<file path="src/rtl/spi8_master_pkg.sv">
// Shared spi8 definitions: frame geometry, master FSM states and slave register map.
package spi8_pkg;

  localparam int FRAME_W = 16;
  localparam int ADDR_W  = 7;
  localparam int DATA_W  = 8;
  localparam int RW_BIT  = 15;

  typedef enum logic [2:0] {
    IDLE,
    SETUP,
    SHIFT,
    HOLD,
    TAIL,
    DONE
  } state_e;

  localparam logic [ADDR_W-1:0] REG_ADDR0 = 7'h00;
  localparam logic [ADDR_W-1:0] REG_ADDR1 = 7'h01;
  localparam logic [ADDR_W-1:0] REG_ADDR2 = 7'h02;
  localparam logic [ADDR_W-1:0] REG_ADDR3 = 7'h03;
  localparam logic [ADDR_W-1:0] REG_ADDR4 = 7'h04;
  localparam logic [ADDR_W-1:0] REG_ADDR5 = 7'h05;
  localparam logic [ADDR_W-1:0] REG_ADDR6 = 7'h06;
  localparam logic [ADDR_W-1:0] REG_ADDR7 = 7'h07;

  // Reads carry an all-zero data field so the slave sees a clean frame.
  function automatic logic [FRAME_W-1:0] build_frame(input logic             rw,
                                                     input logic [ADDR_W-1:0] addr,
                                                     input logic [DATA_W-1:0] wdata);
    return {rw, addr, (rw ? {DATA_W{1'b0}} : wdata)};
  endfunction

endpackage

</file>
<file path="src/rtl/spi8_master_if.sv">
// Command handshake plus SPI pad signals of spi8_master; the master modport is the
// block's view, the slave modport is the view of whoever drives commands and the pads.
interface spi8_master_if;
  import spi8_pkg::*;

  logic              start;
  logic              rw;
  logic [ADDR_W-1:0] addr;
  logic [DATA_W-1:0] wdata;
  logic              busy;
  logic              done;
  logic [DATA_W-1:0] rdata;
  logic              SCLK;
  logic              MOSI;
  logic              SV_n;
  logic              MISO;

  modport master (
    input  start, rw, addr, wdata, MISO,
    output busy, done, rdata, SCLK, MOSI, SV_n
  );

  modport slave (
    output start, rw, addr, wdata, MISO,
    input  busy, done, rdata, SCLK, MOSI, SV_n
  );

endinterface

</file>
<file path="src/rtl/spi8_master_clkgen.sv">
// Half-period timer: one-cycle tick every CLK_DIV cycles while enabled; cleared when
// disabled so the first tick after enable lands exactly CLK_DIV cycles later.
module spi8_clkgen #(
  parameter int CLK_DIV = 4
) (
  input  logic clk,
  input  logic rst_n,
  input  logic en,
  output logic tick
);

  localparam int            CW   = (CLK_DIV > 1) ? $clog2(CLK_DIV) : 1;
  localparam logic [CW-1:0] LAST = CW'(CLK_DIV - 1);

  logic [CW-1:0] cnt_q, cnt_d;

  always_comb begin
    tick  = en && (cnt_q == LAST);
    cnt_d = cnt_q;
    if (!en || tick) begin
      cnt_d = '0;
    end else begin
      cnt_d = cnt_q + 1'b1;
    end
  end

  always_ff @(posedge clk or negedge rst_n) begin
    if (!rst_n) begin
      cnt_q <= '0;
    end else begin
      cnt_q <= cnt_d;
    end
  end

endmodule

</file>
<file path="src/rtl/spi8_master.sv">
// spi8 initiator: one 16-bit frame per command, then TAIL_CLKS SCLK periods with SV_n high.
// busy lasts (34+2*TAIL_CLKS)*CLK_DIV cycles; start is ignored while busy, nothing queues.
module spi8_master
  import spi8_pkg::*;
#(
  parameter int CLK_DIV   = 4,
  parameter int TAIL_CLKS = 2
) (
  input  logic          clk,
  input  logic          rst_n,
  spi8_master_if.master bus
);

  localparam int            TW        = (TAIL_CLKS > 1) ? $clog2(TAIL_CLKS) : 1;
  localparam logic [TW-1:0] TAIL_LAST = TW'(TAIL_CLKS - 1);

  state_e              state_q, state_d;
  logic [FRAME_W-1:0]  tx_q, tx_d;
  logic [DATA_W-1:0]   rx_q, rx_d;
  logic [4:0]          bit_q, bit_d;
  logic [TW-1:0]       tail_q, tail_d;
  logic                phase_q, phase_d;
  logic                rw_q, rw_d;
  logic [DATA_W-1:0]   rdata_q, rdata_d;
  logic                sclk_q, sclk_d;
  logic                mosi_q, mosi_d;
  logic                sv_n_q, sv_n_d;
  logic                busy_q, busy_d;
  logic                done_q, done_d;
  logic                tick;

  spi8_clkgen #(.CLK_DIV(CLK_DIV)) u_clkgen (
    .clk   (clk),
    .rst_n (rst_n),
    .en    (busy_q),
    .tick  (tick)
  );

  always_ff @(posedge clk or negedge rst_n) begin
    if (!rst_n) begin
      state_q <= IDLE;
      tx_q    <= '0;
      rx_q    <= '0;
      bit_q   <= '0;
      tail_q  <= '0;
      phase_q <= 1'b0;
      rw_q    <= 1'b0;
      rdata_q <= '0;
      sclk_q  <= 1'b0;
      mosi_q  <= 1'b0;
      sv_n_q  <= 1'b1;
      busy_q  <= 1'b0;
      done_q  <= 1'b0;
    end else begin
      state_q <= state_d;
      tx_q    <= tx_d;
      rx_q    <= rx_d;
      bit_q   <= bit_d;
      tail_q  <= tail_d;
      phase_q <= phase_d;
      rw_q    <= rw_d;
      rdata_q <= rdata_d;
      sclk_q  <= sclk_d;
      mosi_q  <= mosi_d;
      sv_n_q  <= sv_n_d;
      busy_q  <= busy_d;
      done_q  <= done_d;
    end
  end

  // phase_q tracks the SCLK level the FSM is currently timing (1 = high phase).
  always_comb begin
    state_d = state_q;
    tx_d    = tx_q;
    rx_d    = rx_q;
    bit_d   = bit_q;
    tail_d  = tail_q;
    phase_d = phase_q;
    rw_d    = rw_q;
    rdata_d = rdata_q;
    case (state_q)
      IDLE, DONE: begin
        state_d = IDLE;
        if (bus.start) begin
          state_d = SETUP;
          tx_d    = build_frame(bus.rw, bus.addr, bus.wdata);
          rw_d    = bus.rw;
          bit_d   = '0;
          phase_d = 1'b0;
        end
      end
      SETUP: begin
        if (tick) begin
          state_d = SHIFT;
          phase_d = 1'b1;
        end
      end
      SHIFT: begin
        if (tick) begin
          if (phase_q) begin
            // End of high phase: sample the data half, then present the next bit.
            phase_d = 1'b0;
            tx_d    = {tx_q[FRAME_W-2:0], 1'b0};
            if (bit_q[3]) begin
              rx_d = {rx_q[DATA_W-2:0], bus.MISO};
            end
          end else if (bit_q == 5'd15) begin
            state_d = HOLD;
          end else begin
            bit_d   = bit_q + 5'd1;
            phase_d = 1'b1;
          end
        end
      end
      HOLD: begin
        if (tick) begin
          state_d = TAIL;
          phase_d = 1'b1;
          tail_d  = '0;
        end
      end
      TAIL: begin
        if (tick) begin
          if (phase_q) begin
            phase_d = 1'b0;
          end else if (tail_q == TAIL_LAST) begin
            state_d = DONE;
          end else begin
            tail_d  = tail_q + 1'b1;
            phase_d = 1'b1;
          end
        end
      end
      default: state_d = IDLE;
    endcase
    if (state_d == DONE && rw_q) begin
      rdata_d = rx_q;
    end
  end

  // Pad outputs are decoded from the next state so they register on the same edge.
  always_comb begin
    busy_d = (state_d == SETUP) || (state_d == SHIFT) || (state_d == HOLD) || (state_d == TAIL);
    sv_n_d = !((state_d == SETUP) || (state_d == SHIFT) || (state_d == HOLD));
    sclk_d = phase_d && ((state_d == SHIFT) || (state_d == TAIL));
    mosi_d = !sv_n_d && tx_d[RW_BIT];
    done_d = (state_d == DONE);
  end

  assign bus.busy  = busy_q;
  assign bus.done  = done_q;
  assign bus.rdata = rdata_q;
  assign bus.SCLK  = sclk_q;
  assign bus.MOSI  = mosi_q;
  assign bus.SV_n  = sv_n_q;

endmodule

</file>
<file path="src/flat_wrapper.sv">
// flat-port wrapper written by rule: the top's interface ports become plain ports
module spi8_master_flat import spi8_pkg::*;
#(
  parameter int CLK_DIV   = 4,
  parameter int TAIL_CLKS = 2
)
  (clk, rst_n, bus_start, bus_rw, bus_addr, bus_wdata, bus_MISO, bus_busy, bus_done, bus_rdata, bus_SCLK, bus_MOSI, bus_SV_n);
  spi8_master_if bus_i ();
  input  logic clk;
  input  logic rst_n;
  input wire logic [$bits(bus_i.start)-1:0] bus_start;
  input wire logic [$bits(bus_i.rw)-1:0] bus_rw;
  input wire logic [$bits(bus_i.addr)-1:0] bus_addr;
  input wire logic [$bits(bus_i.wdata)-1:0] bus_wdata;
  input wire logic [$bits(bus_i.MISO)-1:0] bus_MISO;
  output wire logic [$bits(bus_i.busy)-1:0] bus_busy;
  output wire logic [$bits(bus_i.done)-1:0] bus_done;
  output wire logic [$bits(bus_i.rdata)-1:0] bus_rdata;
  output wire logic [$bits(bus_i.SCLK)-1:0] bus_SCLK;
  output wire logic [$bits(bus_i.MOSI)-1:0] bus_MOSI;
  output wire logic [$bits(bus_i.SV_n)-1:0] bus_SV_n;
  assign bus_i.start = bus_start;
  assign bus_i.rw = bus_rw;
  assign bus_i.addr = bus_addr;
  assign bus_i.wdata = bus_wdata;
  assign bus_i.MISO = bus_MISO;
  assign bus_busy = bus_i.busy;
  assign bus_done = bus_i.done;
  assign bus_rdata = bus_i.rdata;
  assign bus_SCLK = bus_i.SCLK;
  assign bus_MOSI = bus_i.MOSI;
  assign bus_SV_n = bus_i.SV_n;
  spi8_master #(.CLK_DIV(CLK_DIV), .TAIL_CLKS(TAIL_CLKS)) u_core (.clk(clk), .rst_n(rst_n), .bus(bus_i));
endmodule
</file>
<file path="config.mk">
export PLATFORM = sky130hd
export DESIGN_NAME = spi8_master_flat
export DESIGN_NICKNAME = d
export VERILOG_FILES = /design/src/rtl/spi8_master_pkg.sv /design/src/rtl/spi8_master_if.sv /design/src/rtl/spi8_master_clkgen.sv /design/src/rtl/spi8_master.sv /design/src/flat_wrapper.sv
export SDC_FILE = /design/constraint.sdc
export NUM_CORES = 1
export LEC_CHECK = 0
export CORE_UTILIZATION = 30
export DETAILED_ROUTE_END_ITERATION = 6
export GPL_ROUTABILITY_DRIVEN = 0
export PLACE_DENSITY_LB_ADDON = 0.05
export SKIP_LAST_GASP = 1
export SLEW_MARGIN = 20
export SYNTH_ARGS = -nofsm -noshare
export SYNTH_HDL_FRONTEND = slang
export SYNTH_HIERARCHICAL = 1
export SYNTH_SLANG_ARGS = --single-unit
</file>
<file path="constraint.sdc">
create_clock -name clk -period 5.8 [get_ports clk]
set_input_delay 0.87 -clock clk [delete_from_list [all_inputs] [get_ports clk]]
set_output_delay 0.87 -clock clk [all_outputs]
set_load 0.03 [all_outputs]
</file>
==> metrics.md <==
| Metric | Value |
|---|---|
| Slew HR | around two fifths |
| Crit path required time | about 6 ns |
| CP Class | input port to flop |
| Setup TNS | 0 ns |
| Vias | 1,514 |
| Largest net degree at the start of global routing | 51 |
| CP max stage cell | clkdlybuf4s50_1 |
| CP Cell Sequence | clkdlybuf4s50_1 -> nor2b_1 -> and2_1 -> nor2_2 -> a32o_1 |
| Total grt overflow | 0 |
| Leak | 1.34 nW |
| Initial antenna violation count | 0 |
| Post-Syn Area | roughly 0.0023 mm^2 |
| Final Hold Viols | 0 |
| Dpl cells | 307 |
| Sequential share of power | 60.2% |
| Max clock buf depth | 2 |
| Fillers | 720 |
| Logic pwr share | between 3 and 4% |
| Clk slew on worst S/H paths | approximately 0.09 ns |
| Die Ht | between 80 and 90 um |
| Average wire per standard cell | roughly 14 um |
| Final ANT Viol Nets | 0 |
| Max Freq | ~0.40 GHz |
| VDD IR max | about 0.000096 V |
| Seq cells post-synth | 50 |
| Router iterations before antenna repair | 4 |
| Most frequent cells in the layout | dfrtp_1, clkdlybuf4s50_1, mux2_2 |
| Crit. End Element | flop |
| Net switching power | roughly 0.12 mW |
| Post-route cell area | roughly 0.0028 mm^2 |
| Worst path max stage delay | ~0.53 ns |
| Unrepaired setup endpoints after global routing | no |
| Clk pwr share | 36.0% |
| Met3 Routed Length | between 150 and 200 um |
| Worst-margin pin slew | roughly 0.87 ns |
| H-tree levels | 2 |
| Number of synthesized flops with an enable pin | 0 |
| Die Width | between 80 and 90 um |
| Synth Net Count | between 200 and 250 |
| Final Max Slew Viols | 0 |
| Syn Area/Cell | between 10 and 15 um^2 |
| Clock root buffer master | clkbuf_8 |
| Io pins | 33 |
| Clk sink count | 50 |
| Pwr dens | 207 mW/mm^2 |
| Max Cap Viol | 0 |
| Via density | just under 5 |
| Share of cells above drive strength 1 | between 10% and 20% |
| Cts repair resizes | 0 |
| Endpoints failing setup | 0 |
| Number of port buffers | 32 |
| Worst Setup Start Kind | input port |
| CTS tree | done |
| # diodes | 0 |
| Cells after Synth | approximately 180 |
| Fin nets | 238 |
| Fin crit period | between 2 and 2.5 ns |
| Final hold slack | approximately 0.46 ns |
| DRT Wirelength | ~4.5 mm |
| Seq/Total Area, Yosys | a little over half |
| DPL Wire Length | 3.09 mm |
| Hold Path Class | flop to flop |
| WP data arrival | approximately 2.7 ns |
| Die area | roughly 0.008 mm^2 |
| Cell Rows | 31 |
| Synth warn | 6 |
| Final period util | 43.0% |
| Commonest non-fill, non-tap cell in the layout | dfrtp_1 |
| Netlist cell types | 49 |
| FFs w/ async S/R, synth | 100% |
| First-pass GRT wire length | 7.80 mm |
| Initial Utilization | between 30% and 40% |
| Internal power | between 0.4 and 0.5 mW |
| Vias in the first global route | 1,541 |
| Sw Ratio | 21.1% |
| Post-CTS Hold Buffers | 0 |
| Remaining DRCs | 0 |
| Post-route clock skew | around 0.0026 ns |
| Area Growth Syn to Fin | 21.5% |
| Top_reg_cell synth | dfrtp_1 |
| Top Metal Used | met4 |
| Clock latency on the worst-skew pair | a little under 0.3 ns |
| Total Power | between 0.5 and 0.6 mW |
| Met2 Wirelength | between 2 and 2.5 mm |
| Status | finished, final reports clean |
| Gr usage total | approximately 13% |
| Dpl cell area | between 0.002 and 0.003 mm^2 |
| CP max FO | 15 |
| M1 WL | roughly 2.1 mm |
| Non-Filler Instances | about 320 |
| Post-CTS Setup Inserts | 0 |
| Initial drt markers | 78 |
| CTS buffer count | 5 |
| Core box area | around 0.0073 mm^2 |
layout make-up:
cell class | count | area, um^2 | area share [%]
inverters | 6 | 22.5 | 0.805
multi-input cells | 119 | 982 | 35.1
clock inverters | 2 | 12.5 | 0.447
clock buffers | 6 | 82.6 | 2.95
repair buffers | 33 | 323 | 11.5
flip-flops and latches | 50 | 1250 | 44.7
well taps | 99 | 124 | 4.43
worst max-delay path: cells and delay by family:
kind,cells,cell delay (ns)
AO/OA/AOI/OAI,1,0.30
buffers and inverters,1,0.53
AND/OR/NAND/NOR,3,0.99
state kept, by name, summed over array words and instances, names as in the netlist, 2 cells and up:
| signal | flops |
|---|---|
| u_core/bit_q | 5 |
| u_core/bus.rdata | 8 |
| u_core/rx_q | 8 |
| u_core/state_q | 3 |
| u_core/tx_q | 16 |
| u_core/u_clkgen/cnt_q | 2 |
power groups by stage:
stage	clock (mW)	combinational [mW]	sequential, mW
detailed placement	0	0.0231	0.356
global placement	0	0.0225	0.356
CTS	0.223	0.0231	0.349
global route	0.238	0.0249	0.349
floorplan	0	0.00149	0.356
finish	0.208	0.0221	0.349
cells in the mapped netlist (3+ instances only):
master    number  area, um^2
inv_1          6        22.5
nor2b_1        6        37.5
ha_1           3        37.5
nand2b_1       3        18.8
nand2_1        8        30.0
o21ai_0        6        30.0
dfrtp_1       49        1230
mux2_2        17         191
a22o_1        15         131
buf_4          3        22.5
a21oi_1        6        30.0
a21o_1        15         113
buf_2          4        20.0
kinds of logic (layout without fill, tap and decap cells):
family | count (synthesis) | count (layout) | synth area share [%]
xor+xnor | 2 | 2 | 0.761
buf+inv | 14 | 47 | 2.99
compound gates | 55 | 55 | 18.4
flops | 50 | 50 | 54.4
mux | 17 | 17 | 8.31
fa+ha+maj | 3 | 3 | 1.63
simple gates | 42 | 42 | 13.6
per-stage QoR:
| step | setup WS [ns] | util, % |
|---|---|---|
| finish | 3.30 | 38.2 |
| global route | 3.18 | 38.2 |
| CTS | 3.33 | 38.2 |
| detailed placement | 3.02 | 36.9 |
| global placement | 3.06 | 36.9 |
| floorplan | 3.87 | - |
worst paths after layout:
| path | slack, ns | cells past startpoint | from | to |
|---|---|---|---|---|
| min in group asynchronous | 0.67 | 2 | rst_n | u_core/bit_q[4] |
| max reg2reg | 3.38 | 6 | u_core/u_clkgen/cnt_q[0] | u_core/tx_q[0] |
| min | 0.46 | 1 | u_core/u_clkgen/cnt_q[0] | u_core/u_clkgen/cnt_q[0] |
| max in group asynchronous | 4.70 | 2 | rst_n | u_core/rx_q[3] |
| max | 3.30 | 5 | bus_start | u_core/tx_q[0] |
| min reg2reg | 0.46 | 1 | u_core/u_clkgen/cnt_q[0] | u_core/u_clkgen/cnt_q[0] |
layer usage:
layer  vias up  global-route usage, %
li1        732                      -
met1       757                   17.1
met2        23                   20.9
met3         2                   3.11
met4         0                   4.33
met5         -                      0
Note: power is estimated with default switching activity, not from simulation.
